[src/rtl/iob_rom_sp_reader_pkg.sv]
// ---------------------------------------------------------------------------
// iob_rom_sp_reader_pkg
// Shared definitions for the ROM block reader: the FSM state type, the
// output buffer depth and the width needed to hold a buffer fill level.
// ---------------------------------------------------------------------------
package iob_rom_sp_reader_pkg;

    typedef enum logic [1:0] {
        ST_IDLE  = 2'd0,
        ST_RUN   = 2'd1,
        ST_DRAIN = 2'd2,
        ST_DONE  = 2'd3
    } state_t;

    localparam int unsigned BUF_DEPTH = 2;
    // Holds 0..BUF_DEPTH inclusive.
    localparam int unsigned LVL_W     = $clog2(BUF_DEPTH + 1);

endpackage

[src/rtl/iob_rom_sp_reader_if.sv]
// ---------------------------------------------------------------------------
// iob_rom_sp_reader_if
// Bus bundle of the ROM block reader: the single-port ROM read port
// (address/enable out, registered data back) and the valid/ready output
// stream with a last flag. Signal names keep the original port names.
//   master : the reader (drives ROM address/enable and the stream)
//   slave  : ROM + stream sink side
// ---------------------------------------------------------------------------
interface iob_rom_sp_reader_if #(
    parameter int unsigned ADDR_W = 10,
    parameter int unsigned DATA_W = 32
) ();

    logic [ADDR_W-1:0] rom_addr_o;
    logic              rom_en_o;
    logic [DATA_W-1:0] rom_r_data_i;
    logic              m_valid_o;
    logic [DATA_W-1:0] m_data_o;
    logic              m_last_o;
    logic              m_ready_i;

    modport master (
        output rom_addr_o,
        output rom_en_o,
        input  rom_r_data_i,
        output m_valid_o,
        output m_data_o,
        output m_last_o,
        input  m_ready_i
    );

    modport slave (
        input  rom_addr_o,
        input  rom_en_o,
        output rom_r_data_i,
        input  m_valid_o,
        input  m_data_o,
        input  m_last_o,
        output m_ready_i
    );

endinterface

[src/rtl/iob_rom_sp_reader_buf.sv]
// ---------------------------------------------------------------------------
// iob_rom_sp_reader_buf
// Two-entry FIFO holding {last, data} words read back from the ROM.
// Push and pop may happen in the same cycle. The caller guarantees it never
// pushes into a full buffer without popping and never pops an empty one.
// Ports:
//   i_clk, i_arst    clock, asynchronous active-high reset
//   i_push           write i_push_data at the tail
//   i_push_data      word to write
//   i_pop            drop the head entry
//   o_level          number of stored entries (0..2)
//   o_head           head entry (0 after reset)
// ---------------------------------------------------------------------------
module iob_rom_sp_reader_buf
    import iob_rom_sp_reader_pkg::*;
#(
    parameter int unsigned W = 33
) (
    input  logic             i_clk,
    input  logic             i_arst,
    input  logic             i_push,
    input  logic [W-1:0]     i_push_data,
    input  logic             i_pop,
    output logic [LVL_W-1:0] o_level,
    output logic [W-1:0]     o_head
);

    logic [W-1:0]     r_mem [BUF_DEPTH];
    logic             r_wr_ptr;
    logic             r_rd_ptr;
    logic [LVL_W-1:0] r_level;

    always_ff @(posedge i_clk or posedge i_arst) begin
        if (i_arst) begin
            for (int unsigned i = 0; i < BUF_DEPTH; i++) begin
                r_mem[i] <= '0;
            end
            r_wr_ptr <= 1'b0;
            r_rd_ptr <= 1'b0;
            r_level  <= '0;
        end else begin
            if (i_push) begin
                r_mem[r_wr_ptr] <= i_push_data;
                r_wr_ptr        <= ~r_wr_ptr;
            end
            if (i_pop) begin
                r_rd_ptr <= ~r_rd_ptr;
            end
            case ({i_push, i_pop})
                2'b10:   r_level <= r_level + LVL_W'(1);
                2'b01:   r_level <= r_level - LVL_W'(1);
                default: r_level <= r_level;
            endcase
        end
    end

    assign o_level = r_level;
    assign o_head  = r_mem[r_rd_ptr];

endmodule

[src/rtl/iob_rom_sp_reader.sv]
// ---------------------------------------------------------------------------
// iob_rom_sp_reader
// Reads a block of consecutive words from a single-port ROM (1-cycle read
// latency) starting at a base address and streams them out on a valid/ready
// interface with a last flag. Reads are throttled by a credit count so the
// 2-entry output buffer can never overflow; back-pressure never loses or
// duplicates a word.
// Ports:
//   clk_i        clock
//   arst_i       asynchronous active-high reset
//   start_i      start pulse, sampled only in IDLE
//   base_addr_i  first ROM address, sampled with start_i
//   len_i        number of words, sampled with start_i (0 = empty transfer)
//   busy_o       transfer in progress (any state other than IDLE)
//   done_o       one-cycle completion pulse
//   bus          ROM read port + output stream (master side)
// ---------------------------------------------------------------------------
module iob_rom_sp_reader
    import iob_rom_sp_reader_pkg::*;
#(
    parameter int unsigned ADDR_W = 10,
    parameter int unsigned DATA_W = 32,
    parameter int unsigned LEN_W  = ADDR_W + 1
) (
    input  logic                clk_i,
    input  logic                arst_i,
    input  logic                start_i,
    input  logic [ADDR_W-1:0]   base_addr_i,
    input  logic [LEN_W-1:0]    len_i,
    output logic                busy_o,
    output logic                done_o,
    iob_rom_sp_reader_if.master bus
);

    state_t            r_state;
    state_t            w_state_nxt;

    logic [ADDR_W-1:0] r_addr;
    logic [LEN_W-1:0]  r_remaining;
    logic              r_inflight;
    logic              r_inflight_last;

    logic [LVL_W-1:0]  w_level;
    logic [DATA_W:0]   w_head;
    logic              w_valid;
    logic              w_pop;
    logic [2:0]        w_credit;
    logic              w_rom_en;
    logic              w_final_read;

    assign w_valid = (w_level != '0);
    assign w_pop   = w_valid & bus.m_ready_i;

    // Free slots once this cycle's pop is taken into account. Buffered plus
    // in-flight words never exceed BUF_DEPTH, so this cannot underflow.
    assign w_credit = 3'(BUF_DEPTH)
                    - ({1'b0, w_level} + {2'b00, r_inflight})
                    + {2'b00, w_pop};

    assign w_rom_en     = (r_state == ST_RUN) && (r_remaining != '0) && (w_credit != '0);
    assign w_final_read = w_rom_en && (r_remaining == LEN_W'(1));

    // State register.
    always_ff @(posedge clk_i or posedge arst_i) begin
        if (arst_i) begin
            r_state <= ST_IDLE;
        end else begin
            r_state <= w_state_nxt;
        end
    end

    // Next state.
    always_comb begin
        w_state_nxt = r_state;
        case (r_state)
            ST_IDLE: begin
                if (start_i) begin
                    w_state_nxt = (len_i == '0) ? ST_DONE : ST_RUN;
                end
            end
            ST_RUN: begin
                if (w_final_read) begin
                    w_state_nxt = ST_DRAIN;
                end
            end
            ST_DRAIN: begin
                // Leave as the last word is accepted rather than one cycle
                // after, so done_o lands the cycle after the final handshake.
                if (!r_inflight &&
                    ((w_level == '0) || ((w_level == LVL_W'(1)) && w_pop))) begin
                    w_state_nxt = ST_DONE;
                end
            end
            ST_DONE: begin
                w_state_nxt = ST_IDLE;
            end
            default: begin
                w_state_nxt = ST_IDLE;
            end
        endcase
    end

    // Address/length counters and the in-flight read tracker.
    always_ff @(posedge clk_i or posedge arst_i) begin
        if (arst_i) begin
            r_addr          <= '0;
            r_remaining     <= '0;
            r_inflight      <= 1'b0;
            r_inflight_last <= 1'b0;
        end else begin
            if ((r_state == ST_IDLE) && start_i) begin
                r_addr      <= base_addr_i;
                r_remaining <= len_i;
            end else if (w_rom_en) begin
                // Address wraps modulo 2**ADDR_W.
                r_addr      <= r_addr + ADDR_W'(1);
                r_remaining <= r_remaining - LEN_W'(1);
            end
            r_inflight      <= w_rom_en;
            r_inflight_last <= w_final_read;
        end
    end

    iob_rom_sp_reader_buf #(
        .W (DATA_W + 1)
    ) u_buf (
        .i_clk       (clk_i),
        .i_arst      (arst_i),
        .i_push      (r_inflight),
        .i_push_data ({r_inflight_last, bus.rom_r_data_i}),
        .i_pop       (w_pop),
        .o_level     (w_level),
        .o_head      (w_head)
    );

    assign bus.rom_en_o   = w_rom_en;
    assign bus.rom_addr_o = r_addr;
    assign bus.m_valid_o  = w_valid;
    assign bus.m_data_o   = w_head[DATA_W-1:0];
    assign bus.m_last_o   = w_head[DATA_W];

    assign busy_o = (r_state != ST_IDLE);
    assign done_o = (r_state == ST_DONE);

endmodule
[src/flat_wrapper.sv]
// flat-port wrapper written by rule: the top's interface ports become plain ports
module iob_rom_sp_reader_flat import iob_rom_sp_reader_pkg::*;
#(
    parameter int unsigned ADDR_W = 10,
    parameter int unsigned DATA_W = 32,
    parameter int unsigned LEN_W  = ADDR_W + 1
)
  (clk_i, arst_i, start_i, base_addr_i, len_i, busy_o, done_o, bus_rom_addr_o, bus_rom_en_o, bus_rom_r_data_i, bus_m_valid_o, bus_m_data_o, bus_m_last_o, bus_m_ready_i);
  iob_rom_sp_reader_if #(.ADDR_W(ADDR_W), .DATA_W(DATA_W)) bus_i ();
  input  logic clk_i;
  input  logic arst_i;
  input  logic start_i;
  input  logic [ADDR_W-1:0] base_addr_i;
  input  logic [LEN_W-1:0] len_i;
  output logic busy_o;
  output logic done_o;
  output wire logic [$bits(bus_i.rom_addr_o)-1:0] bus_rom_addr_o;
  output wire logic [$bits(bus_i.rom_en_o)-1:0] bus_rom_en_o;
  input wire logic [$bits(bus_i.rom_r_data_i)-1:0] bus_rom_r_data_i;
  output wire logic [$bits(bus_i.m_valid_o)-1:0] bus_m_valid_o;
  output wire logic [$bits(bus_i.m_data_o)-1:0] bus_m_data_o;
  output wire logic [$bits(bus_i.m_last_o)-1:0] bus_m_last_o;
  input wire logic [$bits(bus_i.m_ready_i)-1:0] bus_m_ready_i;
  assign bus_rom_addr_o = bus_i.rom_addr_o;
  assign bus_rom_en_o = bus_i.rom_en_o;
  assign bus_i.rom_r_data_i = bus_rom_r_data_i;
  assign bus_m_valid_o = bus_i.m_valid_o;
  assign bus_m_data_o = bus_i.m_data_o;
  assign bus_m_last_o = bus_i.m_last_o;
  assign bus_i.m_ready_i = bus_m_ready_i;
  iob_rom_sp_reader #(.ADDR_W(ADDR_W), .DATA_W(DATA_W), .LEN_W(LEN_W)) u_core (.clk_i(clk_i), .arst_i(arst_i), .start_i(start_i), .base_addr_i(base_addr_i), .len_i(len_i), .busy_o(busy_o), .done_o(done_o), .bus(bus_i));
endmodule
[config.mk]
export PLATFORM = sky130hd
export DESIGN_NAME = iob_rom_sp_reader_flat
export DESIGN_NICKNAME = d
export VERILOG_FILES = /design/src/rtl/iob_rom_sp_reader_pkg.sv /design/src/rtl/iob_rom_sp_reader_if.sv /design/src/rtl/iob_rom_sp_reader_buf.sv /design/src/rtl/iob_rom_sp_reader.sv /design/src/flat_wrapper.sv
export SDC_FILE = /design/constraint.sdc
export NUM_CORES = 1
export LEC_CHECK = 0
export CAP_MARGIN = 10
export CORE_MARGIN = 5
export CORE_UTILIZATION = 51
export DETAILED_ROUTE_END_ITERATION = 10
export GPL_TIMING_DRIVEN = 0
export PLACE_DENSITY = 0.8
export SLEW_MARGIN = 20
export SYNTH_ARGS = -nofsm -noshare
export SYNTH_HDL_FRONTEND = slang
export SYNTH_HIERARCHICAL = 1
export SYNTH_SLANG_ARGS = --single-unit
export TNS_END_PERCENT = 10
[constraint.sdc]
create_clock -name clk_i -period 3.2 [get_ports clk_i]
set_input_delay 0.32 -clock clk_i [delete_from_list [all_inputs] [get_ports clk_i]]
set_output_delay 0.32 -clock clk_i [all_outputs]
set_load 0.02 [all_outputs]
==> flow_summary.toml <==
[timing]
timing.final.ws_setup_ns = 0.1383
post-route-period-util = 0.9568
max_freq_ghz = 0.3266
slew_headroom = 0.3847
setup_viol = 0
fin_crit_ns = 3.062
setup_tns_ns = 0
rsz0062_at_grt = "no"
finClkSkew_ns = 0.005982
hold_viol = 0
final-max-slew-violation-count = 0
worstMarginPinSlew_ns = 0.9173

[finish]
area_delta_synth_final_pct = 29.46
utilization = 0.6811
fill_cells = 696
multi_input_area_um2 = 2307
layout-drive-gt1-share = 0.2871
regArea_um2 = 2377
fin_nets = 569
final_area_um2 = 6324
n_antenna_cell = 0

[clocking]
clkTransAtPathRegs_ns = 0.10
cts_max_path_buffers = 2
h-tree-depth = 3
clock_latency_ns = 0.35
tritoncts = "built"
numCtsBuffers = 9
clock-sinks = 95
clockRootBuffer = "clkbuf_8"
cts_hold_buf = 0

[synth]
yosysSeqAreaShare = 0.4867
syn_avg_cell_area_um2 = 12.75
async_flop_share = 1.000
netlist_area_um2 = 4885
synth_edf_count = 0
synth_seq_cells = 95
ys.flop_type = "dfrtp_1"
yosys.cell_types.count = 46
synth_cells = 383
synth_fp_nets = 452
yosys_warnings = 6

[detailed_routing]
wl_per_cell_um = 17.90
ant_nets = 0
initialDrtViolationCount = 115
dr.pass1.iters = 4
avgViaCountPerCell = 5.617
vias = 3561
detail_route.wirelength_mm = 11.35
drc = 0

[worst_setup_path]
reg2reg_to = "u_core/r_remaining[8]$_DFFE_PP0P_"
worstSetupPathType = "register to output pin"
r2r.worst_path.cells = 9
crit_path_max_fanout = 10
crit_path_end_kind = "output pin"
start_kind = "register"
rr_startpoint = "u_core/u_buf/o_level[0]$_DFFE_PP0P_"
worst_ep_arrival_time_ns = 2.74
cp.required_ns = 2.88
rrSetupSlack_ns = 0.41

[place]
dpl.hpwl_mm = 8.246
pre_cts_ws_ns = -0.4218
portBuffers = 103
place_area_um2 = 6107
place_congestion = 0.8806

[global_routing]
grt_pass1_wl_mm = 18.46
grt_usage = 0.1997
grt_max_degree = 58
grt-ovfl-total = 0
antenna_found_initial = 0
grt_pass1_vias = 3782

[floorplan]
start_util = 0.5261
fp.dieArea_um2 = 11630
io-pin-count = 104
die_y_um = 107.9
rows = 35
core_area_um2 = 9284
die_w_um = 107.9

[power]
vdd_drop_max_mv = 0.4972
power.leakage_uw = 0.002688
powerDensity_nw_per_um2 = 1076
power_uw = 6802

[outcome]
status = "completed"

[min_path]
hp-class = "primary input to async pin"

[flow_run]
drv_cap = 0
[repair_timing]
item,4_1_cts,5_1_grt
pin swaps,1,1
endpoints found under the setup margin,1,1
gates resized for setup,3,2
setup buffers,1,2
[stage by stage]
stage,instances,hold WS [ns]
5_1_grt,634,0.2776
4_1_cts,632,0.2496
3_5_place_dp,616,0.4872
6_report,634,0.2636
3_3_place_gp,615,0.4806
2_1_floorplan,383,0.3473
[cell usage after synthesis (2+ instances only)]
| master | number | area, um2 |
|---|---|---|
| a31oi_1 | 17 | 106.4 |
| inv_1 | 11 | 41.29 |
| buf_6 | 5 | 56.30 |
| nand2_1 | 13 | 48.80 |
| and4_1 | 3 | 26.28 |
| nand4_1 | 5 | 31.28 |
| o31ai_1 | 8 | 60.06 |
| or3_1 | 7 | 43.79 |
| or4_1 | 10 | 75.07 |
| xnor2_1 | 2 | 17.52 |
| or4_4 | 2 | 22.52 |
| and2_1 | 2 | 12.51 |
| mux2_2 | 70 | 788.3 |
| o21ai_0 | 9 | 45.04 |
| a21oi_1 | 2 | 10.01 |
| dfrtp_1 | 95 | 2377 |
| nor3_1 | 3 | 15.01 |
| and3_1 | 3 | 18.77 |
| ha_1 | 11 | 137.6 |
| nand3_1 | 7 | 35.03 |
| buf_12 | 3 | 60.06 |
| buf_2 | 5 | 25.02 |
| or2_2 | 2 | 12.51 |
| nor4_1 | 4 | 25.02 |
| nor2_1 | 22 | 82.58 |
| clkbuf_1 | 6 | 22.52 |
| o211ai_1 | 4 | 30.03 |
| nand4b_1 | 2 | 17.52 |
| nor2b_1 | 2 | 12.51 |
| xor2_1 | 3 | 26.28 |
| mux2_4 | 30 | 450.4 |
[metal layers]
metal  GRT usage  vias to the layer above  wire length [um]
li1            -                     1650                 -
met4     0.07124                        0               212
met3     0.04739                       22               781
met1      0.2650                     1747              4990
met5           0                        -                 0
met2      0.3197                      142              5365
[worst max-delay path by stage]
stage,startpoint,end,slack (ns),cells after the start
floorplan,u_core/u_buf/o_level[0]$_DFFE_PP0P_,u_core/r_remaining[8]$_DFFE_PP0P_,0.63,8
global placement,bus_m_ready_i,bus_rom_en_o,-0.34,9
detailed placement,bus_m_ready_i,bus_rom_en_o,-0.42,9
CTS,u_core/r_remaining[0]$_DFFE_PP0P_,bus_rom_en_o,0.02,7
global route,u_core/r_remaining[0]$_DFFE_PP0P_,bus_rom_en_o,0.03,7
finish,u_core/r_remaining[0]$_DFFE_PP0P_,bus_rom_en_o,0.14,7
[cells in the final DEF (no fill, tap or decap), drive strengths merged, types with 2 or more instances in the layout]
cell type,Yosys,final
clkdlybuf4s50,0,102
mux2,100,100
dfrtp,95,95
nor2,22,22
a31oi,17,17
buf,13,17
clkbuf,6,15
nand2,14,14
or4,13,13
inv,11,12
ha,11,11
o21ai,9,9
o31ai,8,8
or3,7,7
nand3,7,7
nand4,5,5
nor4,5,5
o211ai,4,4
clkinvlp,0,3
and4,3,3
nor3,3,3
and3,3,3
xor2,3,3
and2,2,2
nor2b,2,2
nand4b,2,2
a21oi,2,2
or2,2,2
xnor2,2,2
clkinv,0,2
[report_power, final]
part / switching (uW) / leakage [uW] / internal, uW
clock network: 442 / 0.0000886 / 316
logic: 1750 / 0.00149 / 2040
registers: 449 / 0.00111 / 1800
total: 2640 / 0.00269 / 4160
[cell families (layout without fill, tap and decap cells)]
family                   after synthesis  in the layout  synth area share
adder cells (fa/ha/maj)               12             12           0.03227
buffers and inverters                 30            152           0.04201
flip-flops                            95             95            0.4867
AND/OR/NAND/NOR                       95             95            0.1137
AO/OA/AOI/OAI                         45             45           0.06071
XOR/XNOR                               5              5          0.008967
multiplexers                         101            101            0.2556
[layout make-up]
type / instances / share of cell area
clock inverters: 6 / 0.008508
plain buffers: 18 / 0.02572
well taps: 129 / 0.02552
clock buffers: 10 / 0.02176
flip-flops and latches: 95 / 0.3759
multi-input cells: 258 / 0.3649
repair buffers: 107 / 0.1708
inverters: 11 / 0.006925
[critical path: stages, from the launching register on]
cell and delay [ns]:
dfrtp_1 0.44, inv_1 0.12, ha_1 0.20, or4b_1 0.53, nor4_4 0.42, buf_4 0.26
nor2_2 0.09, dlygate4sd2_1 0.34
[sequential cells by signal (all words and copies together) (netlist names)]
signal / cells
u_core/r_remaining: 11
u_core/bus.rom_addr_o: 10
u_core/u_buf/r_rd_ptr: 1
u_core/u_buf/r_wr_ptr: 1
u_core/r_inflight: 1
u_core/r_state: 2
u_core/r_inflight_last: 1
u_core/u_buf/o_level: 2
u_core/u_buf/r_mem: 66
Note: power is estimated with default switching activity, not from simulation.
